<file path="src/rtl/calc_disp_seq.sv">
// rtl/calc_disp_seq.sv - binary to BCD display sequencer (double-dabble, one digit per cycle out)
module calc_disp_seq #(
    parameter int WIDTH  = 27,
    parameter int DIGITS = 8
) (
    input  logic             clock,
    input  logic             reset,
    input  logic             start,
    input  logic             abort,
    input  logic [WIDTH-1:0] value,
    output logic             busy,
    output logic             valid,
    output logic [3:0]       data,
    output logic [3:0]       pos,
    output logic             blank,
    output logic             overflow,
    output logic             done
);

    localparam int BW = DIGITS * 4;
    localparam int CW = $clog2(WIDTH + 1);

    typedef enum logic [1:0] {
        S_IDLE,
        S_CONV,
        S_EMIT,
        S_DONE
    } state_t;

    state_t           state_q, state_d;
    logic [BW-1:0]    bcd_q, bcd_d;
    logic [WIDTH-1:0] shift_q, shift_d;
    logic [CW-1:0]    iter_q, iter_d;
    logic [3:0]       pos_q, pos_d;
    logic             ovf_q, ovf_d;

    logic [BW-1:0]    bcd_adj;
    logic [3:0]       cur_nib;
    logic             upper_zero;

    // Add-3 correction per nibble; 4-bit wrap, no carry between nibbles.
    always_comb begin
        bcd_adj = '0;
        for (int i = 0; i < DIGITS; i++) begin
            if (bcd_q[i*4 +: 4] >= 4'd5) begin
                bcd_adj[i*4 +: 4] = bcd_q[i*4 +: 4] + 4'd3;
            end else begin
                bcd_adj[i*4 +: 4] = bcd_q[i*4 +: 4];
            end
        end
    end

    always_comb begin
        state_d = state_q;
        bcd_d   = bcd_q;
        shift_d = shift_q;
        iter_d  = iter_q;
        pos_d   = pos_q;
        ovf_d   = ovf_q;
        if (abort) begin
            state_d = S_IDLE;
            pos_d   = '0;
            ovf_d   = 1'b0;
        end else begin
            case (state_q)
                S_IDLE: begin
                    if (start) begin
                        state_d = S_CONV;
                        shift_d = value;
                        bcd_d   = '0;
                        iter_d  = '0;
                        pos_d   = '0;
                        ovf_d   = 1'b0;
                    end
                end
                S_CONV: begin
                    bcd_d   = {bcd_adj[BW-2:0], shift_q[WIDTH-1]};
                    shift_d = {shift_q[WIDTH-2:0], 1'b0};
                    ovf_d   = ovf_q | bcd_adj[BW-1];
                    iter_d  = iter_q + 1'b1;
                    if (iter_q == CW'(WIDTH - 1)) begin
                        state_d = S_EMIT;
                        pos_d   = '0;
                    end
                end
                S_EMIT: begin
                    if (pos_q == 4'(DIGITS - 1)) begin
                        state_d = S_DONE;
                    end else begin
                        pos_d = pos_q + 4'd1;
                    end
                end
                S_DONE: begin
                    state_d = S_IDLE;
                    pos_d   = '0;
                end
                default: begin
                    state_d = S_IDLE;
                end
            endcase
        end
    end

    always_ff @(posedge clock) begin
        if (reset) begin
            state_q <= S_IDLE;
            bcd_q   <= '0;
            shift_q <= '0;
            iter_q  <= '0;
            pos_q   <= '0;
            ovf_q   <= 1'b0;
        end else begin
            state_q <= state_d;
            bcd_q   <= bcd_d;
            shift_q <= shift_d;
            iter_q  <= iter_d;
            pos_q   <= pos_d;
            ovf_q   <= ovf_d;
        end
    end

    // Digit select and leading-zero detect depend only on flops, never on inputs.
    always_comb begin
        cur_nib    = '0;
        upper_zero = 1'b1;
        for (int i = 0; i < DIGITS; i++) begin
            if (pos_q == 4'(i)) begin
                cur_nib = bcd_q[i*4 +: 4];
            end
            if ((4'(i) >= pos_q) && (bcd_q[i*4 +: 4] != 4'd0)) begin
                upper_zero = 1'b0;
            end
        end
    end

    always_comb begin
        busy     = (state_q != S_IDLE);
        valid    = (state_q == S_EMIT);
        done     = (state_q == S_DONE);
        pos      = pos_q;
        overflow = ovf_q;
        data     = 4'd0;
        blank    = 1'b0;
        if (state_q == S_EMIT) begin
            data  = ovf_q ? 4'hE : cur_nib;
            blank = (pos_q != 4'd0) && !ovf_q && upper_zero;
        end
    end

endmodule

</file>
<file path="config.mk">
export PLATFORM = sky130hd
export DESIGN_NAME = calc_disp_seq
export DESIGN_NICKNAME = d
export VERILOG_FILES = /design/src/rtl/calc_disp_seq.sv
export SDC_FILE = /design/constraint.sdc
export NUM_CORES = 1
export LEC_CHECK = 0
export CAP_MARGIN = 10
export CORE_MARGIN = 4
export CORE_UTILIZATION = 39
export CTS_BUF_LIST = sky130_fd_sc_hd__clkbuf_8
export DETAILED_ROUTE_END_ITERATION = 10
export GPL_TIMING_DRIVEN = 0
export SYNTH_ARGS = -nofsm -noshare
export SYNTH_HDL_FRONTEND = slang
export SYNTH_SLANG_ARGS = --single-unit
export TNS_END_PERCENT = 5
</file>
<file path="constraint.sdc">
create_clock -name clock -period 1.8 [get_ports clock]
set_input_delay 0.27 -clock clock [delete_from_list [all_inputs] [get_ports clock]]
set_output_delay 0.27 -clock clock [all_outputs]
set_load 0.02 [all_outputs]
</file>
==> results of run 1 <==
[worst paths after layout]
| check | from | end | slack [ns] | depth (start not counted) |
|---|---|---|---|---|
| hold reg to reg | shift_q[26]$_SDFFE_PP0P_ | shift_q[26]$_SDFFE_PP0P_ | 0.48 | 2 |
| setup reg to reg | state_q[1]$_SDFFE_PP0P_ | shift_q[22]$_SDFFE_PP0P_ | -0.29 | 8 |
| hold / removal | shift_q[26]$_SDFFE_PP0P_ | shift_q[26]$_SDFFE_PP0P_ | 0.48 | 2 |
| setup / recovery | pos[0]$_SDFFE_PP0P_ | data[0] | -0.52 | 9 |
[stage by stage]
stage / setup WS [ns] / TNS (ns) / instance area, µm² / total power, µW
after floorplan: -0.0502 / -0.947 / 4260 / 1880
after global placement: -0.804 / -32.97 / 4850 / 2030
final: -0.515 / -12.85 / 5410 / 3350
after global routing: -0.559 / -22.31 / 5410 / 3470
after CTS: -0.558 / -15.65 / 5280 / 3360
after detailed placement: -0.785 / -34.01 / 4850 / 2030
[flip-flops by register name, summed over array words and instances (netlist names)]
name,count
bcd_q,32
iter_q,5
overflow,1
pos,4
shift_q,27
state_q,2
[synthesized netlist by cell type, drive strengths merged, types with 12 or more instances]
cell type,count
a22o,16
nor4,20
nand2b,12
a21oi,34
ha,26
o21ai,27
nor3,37
dfxtp,71
nor2,48
nand2,41
inv,31
a31oi,12
clkbuf,22
nand3,21
[power breakdown]
group          internal, µW  switching, µW  total (µW)
clock                   674            649        1320
sequential             1610           25.1        1640
combinational           166            220         386
total                  2450            894        3350
[per-layer routing]
metal	vias to the layer above	wire, µm	global-route usage, %
li1	2000	-	-
met1	1889	5500	24.2
met2	116	5590	31.1
met3	24	597	3.49
met4	0	235	6.73
met5	-	0	0
[cells by family (layout without fill, tap and decap cells)]
family                   after synthesis  count (layout)  share of synthesized area [%]
AND/OR/NAND/NOR                      213             213                           26.7
adder cells (fa/ha/maj)               26              26                           7.90
multiplexers                          12              12                           3.25
buffers and inverters                 64             131                           6.16
XOR/XNOR                              12              12                           2.55
flip-flops                            71              71                           34.5
AO/OA/AOI/OAI                        120             120                           18.9
[tightest hold or removal path, stage by stage (launching register included)]
cell,delay [ns]
dfxtp_1,0.32
nand2_1,0.05
a31oi_1,0.07
[repair_timing]
item / 4_1_cts / 5_1_grt
setup endpoints to repair: 73 / 75
buffers inserted: 9 / 2
pin swaps: 10 / 18
gates resized for setup: 74 / 24
cloned: 1 / 1
endpoints found under the hold margin: 0 / 0
[area by class of cell]
cell class              instances  area share, %
well taps                     136           3.15
flip-flops and latches         71           26.5
repair buffers                 55           10.1
clock buffers                  10           2.55
plain buffers                  30           4.44
clock inverters                 5           1.06
inverters                      31           2.29
multi-input cells             383           49.9
==> qor.csv, run 1 <==
stage,metric,value,unit
critical_path,cp_slowest_cell,dfxtp_4,
clock_tree,clkTransAtPathRegs,0.08,ns
critical_path,path_max_fanout,8,
clock_tree,hold_buffers,0,
yosys,syn-num-nets,575,
finish,diodes,0,
place,port_buffers,42,
yosys,yosysUniqueCellTypes,48,
timing,hold_violations,0,
floorplanning,dieArea,12300,µm²
timing,setup_viol,66,
timing,period_needed,2.32,ns
yosys,synth_area_leaders,"dfxtp_1 34%, ha_1 7.9%, nor2_1 4.3%, nor3_1 4.3%, a21oi_1 4.1%",
route,drc,0,
critical_path,cp_slowest_stage_delay,0.38,ns
clock_tree,cts-buffers-inserted,9,
run,maxCapViolCount,0,
yosys,synth-main-ff-cell,dfxtp_1,
critical_path,startpoint_type,register,
critical_path,crit_arrival,2.05,ns
route,wl,11.9,mm
place,hpwl,8.36,mm
global_route,overflow,0,
timing,whs,0.484,ns
global_route,grt_max_degree,13,
clock_tree,clock_path_buffers,2,
finish,nFillCells,984,
clock_tree,htree_num_levels,3,
pwr,leakagePower,0.00199,µW
yosys,syn_area,4120,µm²
yosys,synth_seq_area_share,34.5,%
floorplanning,coreArea,10300,µm²
yosys,synth_top_area_share,34.5,%
finish,layout_common_cells,"66 x dfxtp_1, 46 x nor2_1, 41 x nand2_1",
timing,slew_violations,0,
global_route,grt_use_total,18.7,%
pwr,ir_drop,376,µV
hold_path,hold_class,reg2reg,
timing,fin_ws,-0.515,ns
global_route,first_global_vias,3844,
floorplanning,dieWidth,111,µm
floorplanning,start_util,39.9,%
critical_path,worstPathCellList,"clkbuf_16, inv_8, ha_4, buf_8, a22oi_1, nand3_1, a32oi_2, nor4b_4, buf_4",
route,wire_per_inst,16.5,µm
clock_tree,ctsRootBufferMaster,clkbuf_8,
finish,fin_util,52.4,%
timing,tightest_slew,0.582,ns
clock_tree,cts_tree,yes,
global_route,grt_pass1_wl,18.9,mm
yosys,synthesis.instances,518,
timing,skew,0.0151,ns
finish,final_common_cell,dfxtp_1,
finish,seq_area,1430,µm²
timing,rsz0062_at_grt,true,
timing,max_slew_margin,61.2,%
yosys,synth_warnings,0,
outcome,status,finished with violations,
finish,multi_input_area,2700,µm²
clock_tree,clkLatencyLatePin,0.35,ns
clock_tree,cts.sinks,71,
route,ant_nets,0,
route,routed_via_density,5.59,
timing,clock.fmax,432,MHz
place,place_inst,696,
finish,fin_cells,721,
floorplanning,io_pins,44,
finish,nets,638,
outcome,violations,setup timing,
finish,drive_above_1_share,16.9,%
critical_path,cp_num_buf_inv,4,
place,gp_congestion,0.889,
critical_path,critPathCaptureType,output pin,
yosys,yosys.area.top_type,dfxtp_1,
critical_path,path_class,reg2out,
pwr,p_per_area,619,nW/µm²
yosys,synth_edf_count,0,
critical_path,required,1.53,ns
yosys,ys_ff_latch,71,
global_route,antenna_found_initial,0,
floorplanning,die-height,111,µm
timing,fin_crit_sh,129,%
route,drt_iter0_markers,178,
critical_path,cpLargestDelayFamily,buffers and inverters,
route,dr.pass1.iters,6,
floorplanning,rows,37,
yosys,synth.avg_cell_area,7.95,µm²
route,vias,4029,
finish,area_growth,31.2,%
yosys,synthArstFlopShare,0,%
Note: power is estimated with default switching activity, not from simulation.
==> run 2: changes to the inputs <==
--- a/constraint.sdc
+++ b/constraint.sdc
@@ -3,2 +3,2 @@
 set_output_delay 0.27 -clock clock [all_outputs]
-set_load 0.02 [all_outputs]
+set_load 0.05 [all_outputs]
==> run 2 against run 1 <==
The flow still finishes with violations (setup timing); count of clock-buffer cells in the layout down 1; utilization increased by 0.68 points; critical path depth did not move.
==> qor.csv, run 2 (same netlist as run 1, synthesis figures left out) <==
stage,metric,value,unit,change
floorplanning,coreArea,10300,µm²,unchanged
route,vias,4060,,+0.77%
finish,largest_reg_flops,32,,unchanged
route,routed_via_density,5.62,,+0.49%
clock_tree,htree_num_levels,3,,unchanged
clock_tree,cts-buffers-inserted,9,,unchanged
run,maxCapViolCount,0,,unchanged
critical_path,crit_top_cell,buf_6,,
floorplanning,die-height,111,µm,unchanged
outcome,status,finished with violations,,
critical_path,path_class,reg2out,,
clock_tree,cts_tree,yes,,
timing,setup_viol,67,,+1.5%
critical_path,crit_arrival,2.07,ns,+0.02 ns
critical_path,cp_slowest_stage_delay,0.39,ns,about the same
pwr,ir_drop,409,µV,+8.9%
finish,stdcell_area,5480,µm²,+1.3%
floorplanning,io_pins,44,,unchanged
global_route,first_global_vias,3982,,+3.6%
timing,skew,0.0126,ns,-0.00246 ns
pwr,leakagePower,0.00203,µW,+2.0%
critical_path,critPathCaptureType,output pin,,
place,port_buffers,42,,unchanged
timing,max_slew_margin,56.1,%,-5.1 points
floorplanning,start_util,39.9,%,unchanged
global_route,grt_pass1_wl,19.8,mm,+4.8%
route,wl,12.2,mm,+2.1%
route,dr.pass1.iters,5,,-1
finish,final_common_cell,dfxtp_1,,
timing,tightest_slew,0.659,ns,+0.0768 ns
clock_tree,clkTransAtPathRegs,0.09,ns,about the same
global_route,grt_max_degree,14,,+1
finish,layout_common_cells,"65 x dfxtp_1, 46 x nor2_1, 40 x nand2_1",,
timing,period_needed,2.34,ns,+0.0263 ns
finish,multi_input_area,2730,µm²,+1.1%
timing,fin_crit_sh,130,%,+1.5 points
critical_path,startpoint_type,register,,
place,hpwl,8.55,mm,+2.3%
finish,diodes,0,,unchanged
floorplanning,rows,37,,unchanged
clock_tree,ctsRootBufferMaster,clkbuf_8,,
critical_path,required,1.53,ns,about the same
route,wire_per_inst,16.8,µm,+1.8%
finish,regMostFlops,bcd_q,,
finish,fin_util,53.1,%,+0.68 points
place,placed_area,4880,µm²,+0.62%
floorplanning,dieArea,12300,µm²,unchanged
critical_path,cp_slowest_cell,nor4_2,,
clock_tree,hold_buffers,0,,unchanged
critical_path,path_max_fanout,7,,-1
floorplanning,dieWidth,111,µm,unchanged
route,ant_nets,0,,unchanged
clock_tree,cts.sinks,71,,unchanged
finish,area_growth,32.9,%,
route,drt_iter0_markers,224,,+26%
finish,nets,639,,+0.16%
finish,seq_area,1430,µm²,about the same
finish,reg_top3,"bcd_q x32, shift_q x27, iter_q x5",,
global_route,grt_use_total,19.5,%,+0.80 points
timing,rsz0062_at_grt,true,,
finish,nFillCells,958,,-2.6%
clock_tree,clkLatencyLatePin,0.36,ns,about the same
timing,fin_ws,-0.541,ns,-0.0263 ns
place,gp_congestion,0.868,,-2.3%
timing,clock.fmax,427,MHz,-1.1%
pwr,fin_total_pwr,3500,µW,+4.7%
critical_path,worstPathCellList,"clkbuf_16, inv_8, ha_4, buf_6, nor3_2, a21oi_2, nor4_2, nor4b_4, buf_6",,
global_route,antenna_found_initial,0,,unchanged
hold_path,hold_class,in2reg,,
outcome,violations,setup timing,,
timing,setup-tns-final,-10.72,ns,+2.14 ns
timing,slew_violations,0,,unchanged
pwr,p_per_area,640,nW/µm²,+3.3%
clock_tree,clock_path_buffers,2,,unchanged
timing,hold_violations,0,,unchanged
route,drc,0,,unchanged
finish,drive_above_1_share,18.2,%,+1.3 points
global_route,overflow,0,,unchanged
timing,whs,0.473,ns,-0.0102 ns
-- run 2: critical path: cells and delay by family (launching register included) --
family,cells,cell delay (ns)
adder cells (fa/ha/maj),1,0.19
buffers and inverters,4,0.49
flip-flops,1,0.37
AO/OA/AOI/OAI,1,0.06
AND/OR/NAND/NOR,3,0.61
-- run 2: per-layer routing --
| metal | vias up | global-route usage [%] | wire length [µm] |
|---|---|---|---|
| li1 | 1983 | - | - |
| met1 | 1967 | 25.8 | 5650 |
| met2 | 88 | 32.8 | 5790 |
| met3 | 22 | 3.06 | 489 |
| met4 | 0 | 5.50 | 231 |
| met5 | - | 0 | 0 |
-- run 2: cell type report --
type | instances | share of cell area (%)
plain buffers | 32 | 5.14
clock buffers | 9 | 2.26
clock inverters | 7 | 1.76
inverters | 31 | 2.31
multi-input cells | 383 | 49.8
flip-flops and latches | 71 | 26.2
well taps | 136 | 3.11
repair buffers | 54 | 9.43
-- run 2: per-stage QoR --
stage | setup WS (ns) | std cells
4_1_cts | -0.600 | 722
3_5_place_dp | -1.23 | 696
2_1_floorplan | -0.293 | 518
3_3_place_gp | -1.24 | 696
5_1_grt | -0.594 | 723
6_report | -0.541 | 723
-- run 2: what timing repair did --
action                     in CTS  in global routing
setup endpoints to repair      80                 72
buffers inserted               11                  1
pin swaps                       8                 17
resized for setup             105                 22
-- run 2: worst paths after layout --
check	from	endpoint	slack (ns)	cells past startpoint
worst max-delay path	pos[0]$_SDFFE_PP0P_	data[0]	-0.54	9
worst min-delay path	value[7]	shift_q[7]$_SDFFE_PP0P_	0.47	3
worst max register to register	state_q[1]$_SDFFE_PP0P_	shift_q[3]$_SDFFE_PP0P_	-0.24	8
worst min register to register	shift_q[5]$_SDFFE_PP0P_	shift_q[5]$_SDFFE_PP0P_	0.48	2
-- run 2: power breakdown --
part	internal [µW]	switching (µW)
registers	1610	26.3
logic	170	233
clock network	787	675
